$ cat src/rtl/cycle_timer_capture.sv
// Purpose : timestamps START/STOP pulses against the shared COUNT bus; keeps last/max/min elapsed and a run count behind a word read port.
// Latency : STOP -> RESULT_VALID/LAST_CYCLES is 2 cycles; RD_ADDR -> RD_DATA is 1 cycle.
// Backpressure: none; a pulse is acted on in the cycle it arrives, and a START in the DONE cycle chains the next run.
module cycle_timer_capture #(
   parameter int COUNTER_LENGTH = 128,
   parameter int WORD_WIDTH     = 32
) (
   input  logic                      CLOCK,
   input  logic                      RESET,
   input  logic [COUNTER_LENGTH-1:0] COUNT,
   input  logic                      START,
   input  logic                      STOP,
   input  logic                      CLEAR,
   input  logic [3:0]                RD_ADDR,
   output logic [WORD_WIDTH-1:0]     RD_DATA,
   output logic [COUNTER_LENGTH-1:0] LAST_CYCLES,
   output logic                      RESULT_VALID,
   output logic                      BUSY
);

   // A group of four read words can hold the widest legal counter; narrower
   // counters are zero-extended so out-of-range word indices read 0.
   localparam int PAD_W = 4 * WORD_WIDTH;

   typedef enum logic [1:0] {
      S_IDLE    = 2'd0,
      S_RUNNING = 2'd1,
      S_DONE    = 2'd2
   } state_t;

   state_t                    r_state;
   state_t                    w_next_state;
   logic [COUNTER_LENGTH-1:0] r_start_ts;
   logic [COUNTER_LENGTH-1:0] r_stop_ts;
   logic [COUNTER_LENGTH-1:0] r_last;
   logic [COUNTER_LENGTH-1:0] r_max;
   logic [COUNTER_LENGTH-1:0] r_min;
   logic [WORD_WIDTH-1:0]     r_runs;
   logic                      r_stray_stop;
   logic                      r_restart_err;
   logic                      r_result_valid;
   logic [WORD_WIDTH-1:0]     r_rd_data;
   logic [COUNTER_LENGTH-1:0] w_elapsed;
   logic [PAD_W-1:0]          w_sel_pad;
   logic [WORD_WIDTH-1:0]     w_rd_word;
   int                        w_word_base;

   // Modular subtraction makes the elapsed count correct across a COUNT wrap.
   assign w_elapsed    = r_stop_ts - r_start_ts;
   assign BUSY         = (r_state != S_IDLE);
   assign LAST_CYCLES  = r_last;
   assign RESULT_VALID = r_result_valid;
   assign RD_DATA      = r_rd_data;

   // State register; RESET and CLEAR both abandon any run in progress.
   always_ff @(posedge CLOCK) begin
      if (RESET || CLEAR) begin
         r_state <= S_IDLE;
      end else begin
         r_state <= w_next_state;
      end
   end

   // Next-state: DONE lasts exactly one cycle and may chain straight into a new run.
   always_comb begin
      w_next_state = r_state;
      case (r_state)
         S_IDLE:    if (START) w_next_state = S_RUNNING;
         S_RUNNING: if (STOP)  w_next_state = S_DONE;
         S_DONE:    w_next_state = START ? S_RUNNING : S_IDLE;
         default:   w_next_state = S_IDLE;
      endcase
   end

   // Timestamp capture, statistics update on the closing edge of DONE, sticky error flags.
   always_ff @(posedge CLOCK) begin
      if (RESET || CLEAR) begin
         r_start_ts     <= '0;
         r_stop_ts      <= '0;
         r_last         <= '0;
         r_max          <= '0;
         r_min          <= '1;
         r_runs         <= '0;
         r_stray_stop   <= 1'b0;
         r_restart_err  <= 1'b0;
         r_result_valid <= 1'b0;
      end else begin
         r_result_valid <= 1'b0;
         case (r_state)
            S_IDLE: begin
               // START wins over a simultaneous STOP, which is dropped silently.
               if (START) begin
                  r_start_ts <= COUNT;
               end else if (STOP) begin
                  r_stray_stop <= 1'b1;
               end
            end
            S_RUNNING: begin
               // STOP wins over a simultaneous START; a lone START restarts timing.
               if (STOP) begin
                  r_stop_ts <= COUNT;
               end else if (START) begin
                  r_start_ts    <= COUNT;
                  r_restart_err <= 1'b1;
               end
            end
            S_DONE: begin
               r_last         <= w_elapsed;
               r_result_valid <= 1'b1;
               if (w_elapsed > r_max) begin
                  r_max <= w_elapsed;
               end
               if (w_elapsed < r_min) begin
                  r_min <= w_elapsed;
               end
               if (r_runs != '1) begin
                  r_runs <= r_runs + 1'b1;
               end
               if (START) begin
                  r_start_ts <= COUNT;
               end
               if (STOP) begin
                  r_stray_stop <= 1'b1;
               end
            end
            default: begin
            end
         endcase
      end
   end

   // Read mux: address bits [3:2] pick the group, [1:0] the little-endian word within it.
   always_comb begin
      w_sel_pad   = '0;
      w_rd_word   = '0;
      w_word_base = int'(RD_ADDR[1:0]) * WORD_WIDTH;
      case (RD_ADDR[3:2])
         2'd0:    w_sel_pad[COUNTER_LENGTH-1:0] = r_last;
         2'd1:    w_sel_pad[COUNTER_LENGTH-1:0] = r_max;
         2'd2:    w_sel_pad[COUNTER_LENGTH-1:0] = r_min;
         default: w_sel_pad = '0;
      endcase
      if (RD_ADDR[3:2] != 2'd3) begin
         w_rd_word = w_sel_pad[w_word_base +: WORD_WIDTH];
      end else begin
         case (RD_ADDR[1:0])
            2'd0:    w_rd_word = r_runs;
            2'd1:    w_rd_word = {{(WORD_WIDTH-3){1'b0}}, r_restart_err, r_stray_stop, BUSY};
            default: w_rd_word = '0;
         endcase
      end
   end

   // Registered read data; a same-edge statistics update shows up on the following read.
   always_ff @(posedge CLOCK) begin
      if (RESET || CLEAR) begin
         r_rd_data <= '0;
      end else begin
         r_rd_data <= w_rd_word;
      end
   end

endmodule

$ cat config.mk
export PLATFORM = sky130hd
export DESIGN_NAME = cycle_timer_capture
export DESIGN_NICKNAME = d
export VERILOG_FILES = /design/src/rtl/cycle_timer_capture.sv
export SDC_FILE = /design/constraint.sdc
export NUM_CORES = 2
export LEC_CHECK = 0
export CAP_MARGIN = 20
export CORE_ASPECT_RATIO = 0.6
export CORE_MARGIN = 2
export CORE_UTILIZATION = 50
export CTS_BUF_LIST = sky130_fd_sc_hd__clkbuf_8
export CTS_CLUSTER_SIZE = 28
export DETAILED_ROUTE_END_ITERATION = 16
export PLACE_DENSITY = 0.8
export SLEW_MARGIN = 10
export SYNTH_ARGS = -nofsm -noshare
export SYNTH_HDL_FRONTEND = slang
export SYNTH_SLANG_ARGS = --single-unit
$ cat constraint.sdc
create_clock -name CLOCK -period 11.8 [get_ports CLOCK]
set_input_delay 2.36 -clock CLOCK [delete_from_list [all_inputs] [get_ports CLOCK]]
set_output_delay 2.36 -clock CLOCK [all_outputs]
set_load 0.05 [all_outputs]
==> results.yml <==
status:
  status: "completed"
sta:
  final_hold_viol_count: 0
  rsz0062_at_grt: "no"
  fin_worst_skew_ns: 0.0668
  tightestPinTransition_ns: 1.34
  fin_crit_ns: 9.61
  finalSetupViolations: 0
  whs_ns: 0.452
  final-max-slew-violation-count: 0
  period_share_pct: 81.4
  max_freq_ghz: 0.104
  setup-tns-final_ns: 0
  relSlewSlack_pct: 9.54
yosys:
  ys_top_cells_by_area: "dfxtp_1 (32%), ha_1 (11%), nand2_1 (11%)"
  ys_warn_count: 0
  syn_area_um2: 44400
  synth_edf_count: 0
  syn_nets: 6517
  yosysSeqAreaShare_pct: 31.9
  yosys.area.top_type: "dfxtp_1"
  synth_top_area_share_pct: 31.9
  ys_ff_latch: 709
  syn_avg_cell_area_um2: 7.41
  synthArstFlopShare_pct: 0
  netlist-cell-type-count: 85
  syn-instance-count: 5996
  synthFlopType: "dfxtp_1"
grt:
  grt_pass1_vias: 40300
  grt_pass1_wl_um: 260000
  grt_use_total_pct: 36.9
  gr-total-overflow: 0
  grt_antenna_before_repair: 7
  grt_max_degree: 190
worst_hold_path:
  hold_start: "r_start_ts[126]"
  hold_depth: 2
  hold_class: "register to register"
  min_to: "r_start_ts[126]"
pwr:
  pwr-share-clk_pct: 36.7
  power.leakage_nw: 20.9
  switching_share_pct: 34.7
  switching_power_mw: 2.19
  p_int_mw: 4.12
  ir_worst_vdd_uv: 87.3
  p_comb_share_pct: 24.7
  total_power_mw: 6.31
  powerDensity_nw_per_um2: 125
  p_seq_share_pct: 38.6
setup_path:
  ff2ff_setup_slack_ns: 2.19
  cp_common_cell: "nand2_1"
  critPathSlowestCell: "and2_4"
  start_kind: "register"
  cpPeakStageDelay_ns: 0.91
  endpoint_kind: "register"
  r2r_cells: 25
  worstPathRequired_ns: 12.52
  r2r-start: "r_start_ts[0]"
  path_buf_inv: 3
  r2r_end: "r_min[91]"
  critical_path_class: "register to register"
  crit_family: "compound AO/OA/AOI/OAI gates"
  path_max_fanout: 85
  critical_path_arrival_ns: 10.33
drt:
  drtAntennaViolNets: 0
  dr.pass1.iters: 14
  drt_iter0_drc: 7075
  drt-total-wl_um: 177000
  wl_per_cell_um: 24.1
  vias_per_cell: 6.28
  drc: 0
  vias: 46200
floorplan:
  start_util_pct: 50.6
  die_w_um: 389
  die_area_um2: 91300
  io_pins: 299
  die_h_um: 235
  rows: 84
  fp.coreArea_um2: 87800
cts:
  post_cts_buffers: 0
  cts_root_buffer: "clkbuf_8"
  clock-sinks: 709
  htree_levels: 3
  ctsResizeCount: 0
  clk_path_buf_depth: 3
  clock_latency_ns: 0.85
  cts_tree: "done"
  cts_buffers: 109
  ctsHoldBuffers: 0
  clkTransAtPathRegs_ns: 0.07
finish:
  synthToLayoutAreaGrowth_pct: 13.7
  final.fill_count: 8168
  drive_above_1_share_pct: 4.96
  fin_cells: 7355
  nNetsFinal: 6622
job:
  cap_violations: 0
placement:
  hpwl_um: 132000
  io_buffers: 298
  place_congestion: 1.06
  dp_cells: 7143
==> sequential cells by signal (all words and copies together) (netlist names), 2 cells and up <==
| name | flops |
|---|---|
| r_min | 128 |
| LAST_CYCLES | 128 |
| r_stop_ts | 128 |
| RD_DATA | 32 |
| r_runs | 32 |
| r_max | 128 |
| r_start_ts | 128 |
| r_state | 2 |
==> kinds of logic after synthesis <==
logic type,synth area share (%)
simple gates,20.4
compound gates,24.9
buf+inv,7.08
flops,31.9
fa+ha+maj,10.8
xor+xnor,2.46
mux,2.35
==> cells in the final DEF, fill, tap and decap left out, types with 15 or more instances in the layout <==
cell type / n
a211oi_1: 76
a21o_1: 169
a21oi_1: 783
a222oi_1: 32
a22o_1: 40
a31oi_1: 18
and2_1: 33
and3_1: 26
and4_1: 20
buf_4: 70
clkbuf_8: 145
clkdlybuf4s50_1: 295
dfxtp_1: 709
ha_1: 383
inv_1: 483
mux2i_1: 103
nand2_1: 1260
nand3_1: 137
nand4_1: 130
nor2_1: 236
nor2b_1: 18
nor3_1: 78
nor4_1: 23
o211ai_1: 152
o21a_1: 27
o21ai_0: 243
o21bai_1: 30
o31ai_1: 25
or2_2: 15
or3_1: 33
xnor2_1: 65
xor2_1: 60
==> synth_stat cells (17+ instances only) <==
master,number
buf_2,17
a21oi_1,783
nor4_1,23
o21a_1,28
ha_1,383
clkbuf_1,339
xor2_1,60
a211oi_1,76
or3_1,33
a22o_1,40
nor3_1,78
and3_1,26
o211ai_1,152
and4_1,20
o31ai_1,25
nor2_1,241
o21bai_1,30
nand3_1,137
buf_1,24
o21ai_0,244
nor2b_1,22
nand2_1,1262
mux2i_1,103
nand4_1,130
dfxtp_1,709
xnor2_1,65
a21o_1,169
and2_1,35
a31oi_1,18
a222oi_1,32
inv_1,452
==> cell type report <==
cell class / count / area, µm² / share of cell area, %
diodes: 3 / 7.51 / 0.0149
clock buffers: 145 / 2000 / 3.95
clock inverters: 56 / 399 / 0.790
inverters: 452 / 1700 / 3.36
multi-input cells: 4455 / 27200 / 53.9
flip-flops and latches: 709 / 14200 / 28.1
well taps: 1161 / 1450 / 2.88
repair buffers: 374 / 3550 / 7.04
==> power groups by stage <==
stage	logic, mW	registers, mW	clock network, mW
final	1.56	2.44	2.32
after global placement	1.45	2.49	0
after CTS	1.47	2.44	2.31
after floorplan	0.888	2.51	0
after global routing	1.64	2.44	2.42
after detailed placement	1.46	2.49	0
==> metal layers <==
metal | wire [µm] | global-route usage [%] | vias to the layer above
li1 | - | - | 21200
met1 | 77800 | 55.7 | 21600
met2 | 66200 | 47.8 | 2973
met3 | 27900 | 13.7 | 313
met4 | 5030 | 10.1 | 4
met5 | 23 | 0 | -
==> worst reg2reg max path, cell delays in order, from the launching register on <==
cell	delay [ns]
dfxtp_1	0.35
ha_1	0.21
inv_1	0.06
fa_1	0.39
a21o_1	0.19
a221o_1	0.40
a32oi_1	0.84
o22a_1	0.40
a21boi_0	0.17
a211oi_1	0.68
o31ai_1	0.25
a21oi_1	0.21
xor2_1	0.56
inv_1	0.15
ha_1	0.30
nand2_1	0.07
o21ai_0	0.13
nand2_1	0.13
nand2_1	0.06
nor4_1	0.90
nand3_1	0.15
o31ai_1	0.69
and2_4	0.91
buf_4	0.75
nand2_1	0.29
o22a_1	0.27
==> through the flow <==
step / setup slack [ns] / area (µm²) / util, %
2_1_floorplan: 5.61 / 44400 / -
3_5_place_dp: 2.81 / 48000 / 54.7
4_1_cts: 2.77 / 50400 / 57.5
5_1_grt: 1.97 / 50500 / 57.5
3_3_place_gp: 3.02 / 48000 / 54.7
6_report: 2.19 / 50500 / 57.5
==> how the worst max path moves through the flow <==
| stage | to | cells past startpoint | from |
|---|---|---|---|
| 5_1_grt | r_min[121] | 25 | r_start_ts[0] |
| 4_1_cts | r_min[98] | 25 | r_start_ts[0] |
| 3_3_place_gp | r_min[91] | 26 | r_stop_ts[0] |
| 6_report | r_min[91] | 25 | r_start_ts[0] |
| 3_5_place_dp | r_min[91] | 26 | r_stop_ts[0] |
| 2_1_floorplan | r_min[70] | 28 | r_stop_ts[0] |
Power figures use the tool's default switching activity.
